`src/rtl/ddr_line_pkg.sv`:
```
// ddr_line_pkg: shared widths, types and FSM encoding
// for the byte-to-line DDR adapter.
package ddr_line_pkg;

  localparam int LINE_BYTES = 64;
  localparam int OFFSET_W   = 6;
  localparam int LINE_W     = 8 * LINE_BYTES;

  typedef logic [LINE_W-1:0]     line_t;
  typedef logic [LINE_BYTES-1:0] mask_t;

  typedef enum logic [1:0] {
    IDLE,
    WB,
    RD_REQ,
    RD_WAIT
  } adapter_state_e;

  function automatic logic [7:0] line_byte(
    input line_t               l,
    input logic [OFFSET_W-1:0] off
  );
    return l[{off, 3'b000} +: 8];
  endfunction

endpackage

```
`src/rtl/ddr_line_buf.sv`:
```
// ddr_line_buf: one cached DDR line plus its per-byte
// dirty mask; byte write, full-line load, byte read.
module ddr_line_buf
  import ddr_line_pkg::*;
(
  input  logic                clk_i,
  input  logic                rst_i,
  input  logic                wr_en_i,
  input  logic [OFFSET_W-1:0] wr_off_i,
  input  logic [7:0]          wr_byte_i,
  input  logic                load_en_i,
  input  line_t               load_line_i,
  input  logic                dirty_clr_i,
  input  logic [OFFSET_W-1:0] rd_off_i,
  output logic [7:0]          rd_byte_o,
  output line_t               line_o,
  output mask_t               dirty_o
);

  line_t line_q, line_d;
  mask_t dirty_q, dirty_d;

  always_comb begin
    line_d  = line_q;
    dirty_d = dirty_q;
    if (load_en_i) begin
      line_d  = load_line_i;
      dirty_d = '0;
    end
    if (dirty_clr_i) begin
      dirty_d = '0;
    end
    if (wr_en_i) begin
      line_d[{wr_off_i, 3'b000} +: 8] = wr_byte_i;
      dirty_d[wr_off_i]               = 1'b1;
    end
  end

  always_ff @(posedge clk_i) begin
    if (rst_i) begin
      line_q  <= '0;
      dirty_q <= '0;
    end else begin
      line_q  <= line_d;
      dirty_q <= dirty_d;
    end
  end

  assign rd_byte_o = line_byte(line_q, rd_off_i);
  assign line_o    = line_q;
  assign dirty_o   = dirty_q;

endmodule

```
`src/rtl/ddr_byte_line_adapter.sv`:
```
// ddr_byte_line_adapter: single-line write-back buffer
// between a byte-wide AVMM host and a 512-bit DDR agent.
module ddr_byte_line_adapter #(
  parameter int ADDR_W     = 33,
  parameter int LINE_BYTES = 64
) (
  input  logic                    clk_i,
  input  logic                    rst_i,
  input  logic [ADDR_W-1:0]       a_address_i,
  input  logic                    a_read_i,
  input  logic                    a_write_i,
  input  logic [7:0]              a_writedata_i,
  output logic                    a_waitrequest_o,
  output logic [7:0]              a_readdata_o,
  output logic                    a_readdatavalid_o,
  output logic [ADDR_W-1:0]       h_address_o,
  output logic                    h_read_o,
  output logic                    h_write_o,
  output logic [8*LINE_BYTES-1:0] h_writedata_o,
  output logic [LINE_BYTES-1:0]   h_byteenable_o,
  input  logic                    h_waitrequest_i,
  input  logic [8*LINE_BYTES-1:0] h_readdata_i,
  input  logic                    h_readdatavalid_i,
  input  logic                    flush_i,
  output logic                    flush_done_o
);

  import ddr_line_pkg::*;

  localparam int TAG_W = ADDR_W - OFFSET_W;

  adapter_state_e state_q, state_d;

  logic [TAG_W-1:0] line_tag_q, line_tag_d;
  logic [TAG_W-1:0] req_tag_q, req_tag_d;
  logic             line_valid_q, line_valid_d;
  logic             flush_pend_q, flush_pend_d;
  logic             flush_done_q, flush_done_d;
  logic             rvalid_q, rvalid_d;
  logic [7:0]       rdata_q, rdata_d;

  logic [OFFSET_W-1:0] a_off;
  logic [TAG_W-1:0]    a_tag;
  logic                a_req;
  logic                hit;
  logic                serve;

  line_t      line;
  mask_t      dirty;
  logic [7:0] rd_byte;
  logic       buf_wr;
  logic       buf_load;
  logic       buf_clr;

  assign a_off = a_address_i[OFFSET_W-1:0];
  assign a_tag = a_address_i[ADDR_W-1:OFFSET_W];
  assign a_req = a_read_i | a_write_i;
  assign hit   = line_valid_q && (a_tag == line_tag_q);
  assign serve = (state_q == IDLE) && !flush_pend_q && hit;

  assign a_waitrequest_o = a_req && !serve;

  ddr_line_buf u_buf (
    .clk_i       (clk_i),
    .rst_i       (rst_i),
    .wr_en_i     (buf_wr),
    .wr_off_i    (a_off),
    .wr_byte_i   (a_writedata_i),
    .load_en_i   (buf_load),
    .load_line_i (h_readdata_i),
    .dirty_clr_i (buf_clr),
    .rd_off_i    (a_off),
    .rd_byte_o   (rd_byte),
    .line_o      (line),
    .dirty_o     (dirty)
  );

  always_comb begin
    state_d      = state_q;
    line_tag_d   = line_tag_q;
    line_valid_d = line_valid_q;
    req_tag_d    = req_tag_q;
    flush_pend_d = flush_pend_q | flush_i;
    flush_done_d = 1'b0;
    rvalid_d     = 1'b0;
    rdata_d      = rdata_q;
    buf_wr       = 1'b0;
    buf_load     = 1'b0;
    buf_clr      = 1'b0;
    unique case (state_q)
      IDLE: begin
        // a pending flush always wins over the agent
        if (flush_pend_q) begin
          if (|dirty) begin
            state_d = WB;
          end else begin
            flush_done_d = 1'b1;
            flush_pend_d = flush_i;
          end
        end else if (a_req) begin
          if (hit) begin
            if (a_write_i) begin
              buf_wr = 1'b1;
            end else begin
              rvalid_d = 1'b1;
              rdata_d  = rd_byte;
            end
          end else begin
            req_tag_d = a_tag;
            state_d   = (|dirty) ? WB : RD_REQ;
          end
        end
      end
      WB: begin
        if (!h_waitrequest_i) begin
          buf_clr = 1'b1;
          if (flush_pend_q) begin
            flush_done_d = 1'b1;
            flush_pend_d = flush_i;
            state_d      = IDLE;
          end else begin
            state_d = RD_REQ;
          end
        end
      end
      RD_REQ: begin
        if (!h_waitrequest_i) begin
          state_d = RD_WAIT;
        end
      end
      RD_WAIT: begin
        if (h_readdatavalid_i) begin
          buf_load     = 1'b1;
          line_tag_d   = req_tag_q;
          line_valid_d = 1'b1;
          state_d      = IDLE;
        end
      end
      default: begin
        state_d = IDLE;
      end
    endcase
  end

  always_ff @(posedge clk_i) begin
    if (rst_i) begin
      state_q      <= IDLE;
      line_tag_q   <= '0;
      req_tag_q    <= '0;
      line_valid_q <= 1'b0;
      flush_pend_q <= 1'b0;
      flush_done_q <= 1'b0;
      rvalid_q     <= 1'b0;
      rdata_q      <= '0;
    end else begin
      state_q      <= state_d;
      line_tag_q   <= line_tag_d;
      req_tag_q    <= req_tag_d;
      line_valid_q <= line_valid_d;
      flush_pend_q <= flush_pend_d;
      flush_done_q <= flush_done_d;
      rvalid_q     <= rvalid_d;
      rdata_q      <= rdata_d;
    end
  end

  // host side is a pure decode of registered state
  always_comb begin
    h_read_o       = (state_q == RD_REQ);
    h_write_o      = (state_q == WB);
    h_address_o    = '0;
    h_writedata_o  = '0;
    h_byteenable_o = '0;
    unique case (state_q)
      WB: begin
        h_address_o    = {line_tag_q, {OFFSET_W{1'b0}}};
        h_writedata_o  = line;
        h_byteenable_o = dirty;
      end
      RD_REQ: begin
        h_address_o    = {req_tag_q, {OFFSET_W{1'b0}}};
        h_byteenable_o = '1;
      end
      default: ;
    endcase
  end

  assign a_readdata_o      = rdata_q;
  assign a_readdatavalid_o = rvalid_q;
  assign flush_done_o      = flush_done_q;

endmodule
```
`config.mk`:
```
export PLATFORM = sky130hd
export DESIGN_NAME = ddr_byte_line_adapter
export DESIGN_NICKNAME = d
export VERILOG_FILES = /design/src/rtl/ddr_line_pkg.sv /design/src/rtl/ddr_line_buf.sv /design/src/rtl/ddr_byte_line_adapter.sv
export SDC_FILE = /design/constraint.sdc
export NUM_CORES = 2
export LEC_CHECK = 0
export CAP_MARGIN = 20
export CORE_AREA = 2 2 463 465
export CTS_CLUSTER_SIZE = 14
export DETAILED_ROUTE_END_ITERATION = 12
export DIE_AREA = 0 0 465 467
export PLACE_DENSITY = 0.39
export SYNTH_ARGS = -nofsm -noshare
export SYNTH_HDL_FRONTEND = slang
export SYNTH_SLANG_ARGS = --single-unit
export TNS_END_PERCENT = 20
```
`constraint.sdc`:
```
create_clock -name clk_i -period 7.8 [get_ports clk_i]
set_clock_uncertainty 0.05 [all_clocks]
set_input_delay 0.78 -clock clk_i [delete_from_list [all_inputs] [get_ports clk_i]]
set_output_delay 0.78 -clock clk_i [all_outputs]
set_load 0.01 [all_outputs]
```
==> metrics.yaml <==
outcome: "complete, no violations"
ant_nets: 0
drv_slew: 0
wirelength_um: 361000
portBuffers: 1175
synth_cells: 5469
cts_tree: "yes"
crit_fanout: 72
areaGrowthSynthToFinish_pct: 45.6
drtPass1Iterations: 8
nets: 6965
cp_data_required_time_ps: 6970
grt_usage_pct: 31.7
reg2reg_from: "line_tag_q[23]$_SDFFE_PP0P_"
grt_max_degree: 178
rsz0062_at_grt: "no"
setup.worst_path.end_class: "primary output"
hold_path_end: "line_tag_q[19]$_SDFFE_PP0P_"
cp-start-kind: "flop"
utilization_pct: 26.9
vias: 48100
hp-start: "req_tag_q[19]$_SDFFE_PP0P_"
slew_headroom_pct: 11.9
io_pins: 1182
clkTransAtPathRegs_ps: 60
synth_xor_area_share_pct: 0.672
wl_met3_um: 32400
ys_seq_area_share_pct: 33.0
hold_buffers: 0
htreeDepth: 3
wl_met2_um: 153000
holdCritPathClass: "flop to flop"
reg2reg_setup_slack_ps: 3390
start_util_pct: 18.5
pwr_density_cell_nw_per_um2: 189
layout_min_cycle_time_ps: 4920
synth_common_cells: "1404 x nand2_1, 644 x dfxtp_1, 554 x a21oi_1"
dp_hpwl_um: 290000
num-fill-cells: 23300
max_clock_freq_ghz: 0.203
hold_slack_ps: 416
power_leakage_nw: 19.0
drc: 0
cts_made_buffers: 86
cts_setup_buffers: 0
synth_mux_area_share_pct: 10.8
final_cell_area_sq_um: 56900
cap_violations: 0
vias_per_cell: 5.15
place_congestion: 0.956
grt_pass1_wl_um: 462000
fin_crit_sh_pct: 63.1
crit_arrival_ps: 4090
ys_top_cells_by_area: "dfxtp_1 33%, nand2_1 13%, and2_1 8.4%, a21oi_1 7.1%, o21ai_0 5.6%"
synth_top_area_share_pct: 33.0
cts.sinks: 644
cts_root_buffer: "clkbuf_16"
hold_viol: 0
synth_flop_cell: "dfxtp_1"
reg2reg_to: "u_buf.line_o[335]$_SDFF_PP0_"
synth_area_per_cell_sq_um: 7.15
yosysMostFrequentCell: "nand2_1"
synth_area_sq_um: 39100
synth_compound_area_share_pct: 19.4
ir_drop_v: 0.000243
die_w_um: 465
drtIter0Drc: 5616
async_flop_share_pct: 0
synth-simple-area-share_pct: 30.9
post_dp_cell_area_sq_um: 53900
clk_latency_ps: 720
rr_worst_depth: 7
layout-drive-gt1-share_pct: 7.98
post_cts_resized: 0
max-clock-path-buffers: 3
hold_depth: 2
topRoutingLayerUsed: "met5"
fp.dieH_um: 467
critPathKind: "flop to primary output"
wire_per_inst_um: 38.6
yosys_warnings: 0
setup_tns_ps: 0
yosys.area.top_type: "dfxtp_1"
core_area_sq_um: 212000
antenna_found_initial: 139
dieArea_sq_um: 217000
tightestPinTransition_ps: 1320
synth_top_family_by_area: "simple AND/OR/NAND/NOR gates"
setup_viol: 0
ys_types: 78
globalRouteOverflowTotal: 0
total_power_mw: 10.7
wl_met1_um: 156000
synth_adder_area_share_pct: 0.256
grt_pass1_vias: 46100
synth_edf_count: 0
core.rowCount: 169
synth_seq_cells: 644
-- worst max-delay path, stage by stage (launching register included) --
cell and delay [ps]:
dfxtp_1 350, inv_1 120, ha_4 760, buf_4 610, o21ai_4 60, buf_4 340, nor2_1 440, clkdlybuf4s50_1 620
-- state kept, by name, summed over array words and instances (netlist names) --
name               flops
a_readdata_o           8
a_readdatavalid_o      1
flush_done_o           1
flush_pend_q           1
line_tag_q            27
line_valid_q           1
req_tag_q             27
state_q                2
u_buf.dirty_o         64
u_buf.line_o         512
-- metrics by stage --
| stage | std cells | setup slack, ps |
|---|---|---|
| after detailed placement | 9129 | 2580 |
| after floorplan | 5474 | 3730 |
| after global routing | 9296 | 2690 |
| final | 9335 | 2880 |
| after global placement | 9119 | 2490 |
| after CTS | 9284 | 2760 |
-- cell usage in the layout (no fill, tap or decap), types with 64 or more instances in the layout --
cell / count
a21oi_1: 554
a22oi_1: 64
and2_1: 524
buf_4: 112
clkbuf_16: 87
clkdlybuf4s50_1: 1170
dfxtp_1: 644
mux2_2: 140
mux2i_1: 195
nand2_1: 1403
nand3_1: 177
nor2_1: 248
o21ai_0: 436
-- layer usage --
| layer | track usage [%] | vias to the layer above |
|---|---|---|
| met5 | 0 | - |
| met4 | 14.9 | 80 |
| met3 | 8.53 | 581 |
| met2 | 47.5 | 2857 |
| met1 | 42.1 | 23900 |
| li1 | - | 20700 |
-- how the worst max path moves through the flow --
stage,to,from,slack [ps]
final,h_byteenable_o[30],state_q[1]$_SDFFE_PP0P_,2880
after global placement,u_buf.line_o[417]$_SDFF_PP0_,a_address_i[0],2490
after CTS,h_byteenable_o[42],state_q[1]$_SDFFE_PP0P_,2760
after detailed placement,u_buf.line_o[335]$_SDFF_PP0_,a_address_i[21],2580
after global routing,h_byteenable_o[42],state_q[1]$_SDFFE_PP0P_,2690
after floorplan,u_buf.line_o[508]$_SDFF_PP0_,a_address_i[1],3730
-- cell type report --
cell class	instances	area, sq um	share of cell area, %
diodes	50	125	0.220
clock buffers	117	2420	4.25
clock inverters	38	487	0.855
inverters	18	67.6	0.119
multi-input cells	4342	24500	43.0
flip-flops and latches	644	12900	22.6
well taps	2821	3530	6.20
repair buffers	1305	12900	22.7
-- where the power goes --
| group | switching, mW | total [mW] | internal [mW] |
|---|---|---|---|
| Combinational | 1.82 | 2.75 | 0.932 |
| Clock | 1.80 | 4.25 | 2.45 |
| Sequential | 0.297 | 3.74 | 3.44 |
| Total | 3.92 | 10.7 | 6.82 |
-- cells by family (layout without fill, tap and decap cells) --
family | Yosys count | count (layout)
buffers and inverters | 488 | 1478
adder cells (fa/ha/maj) | 8 | 8
flip-flops | 644 | 644
XOR/XNOR | 30 | 30
multiplexers | 365 | 365
AND/OR/NAND/NOR | 2605 | 2605
AO/OA/AOI/OAI | 1328 | 1328
other | 1 | 56
(Power assumes the default switching activity.)
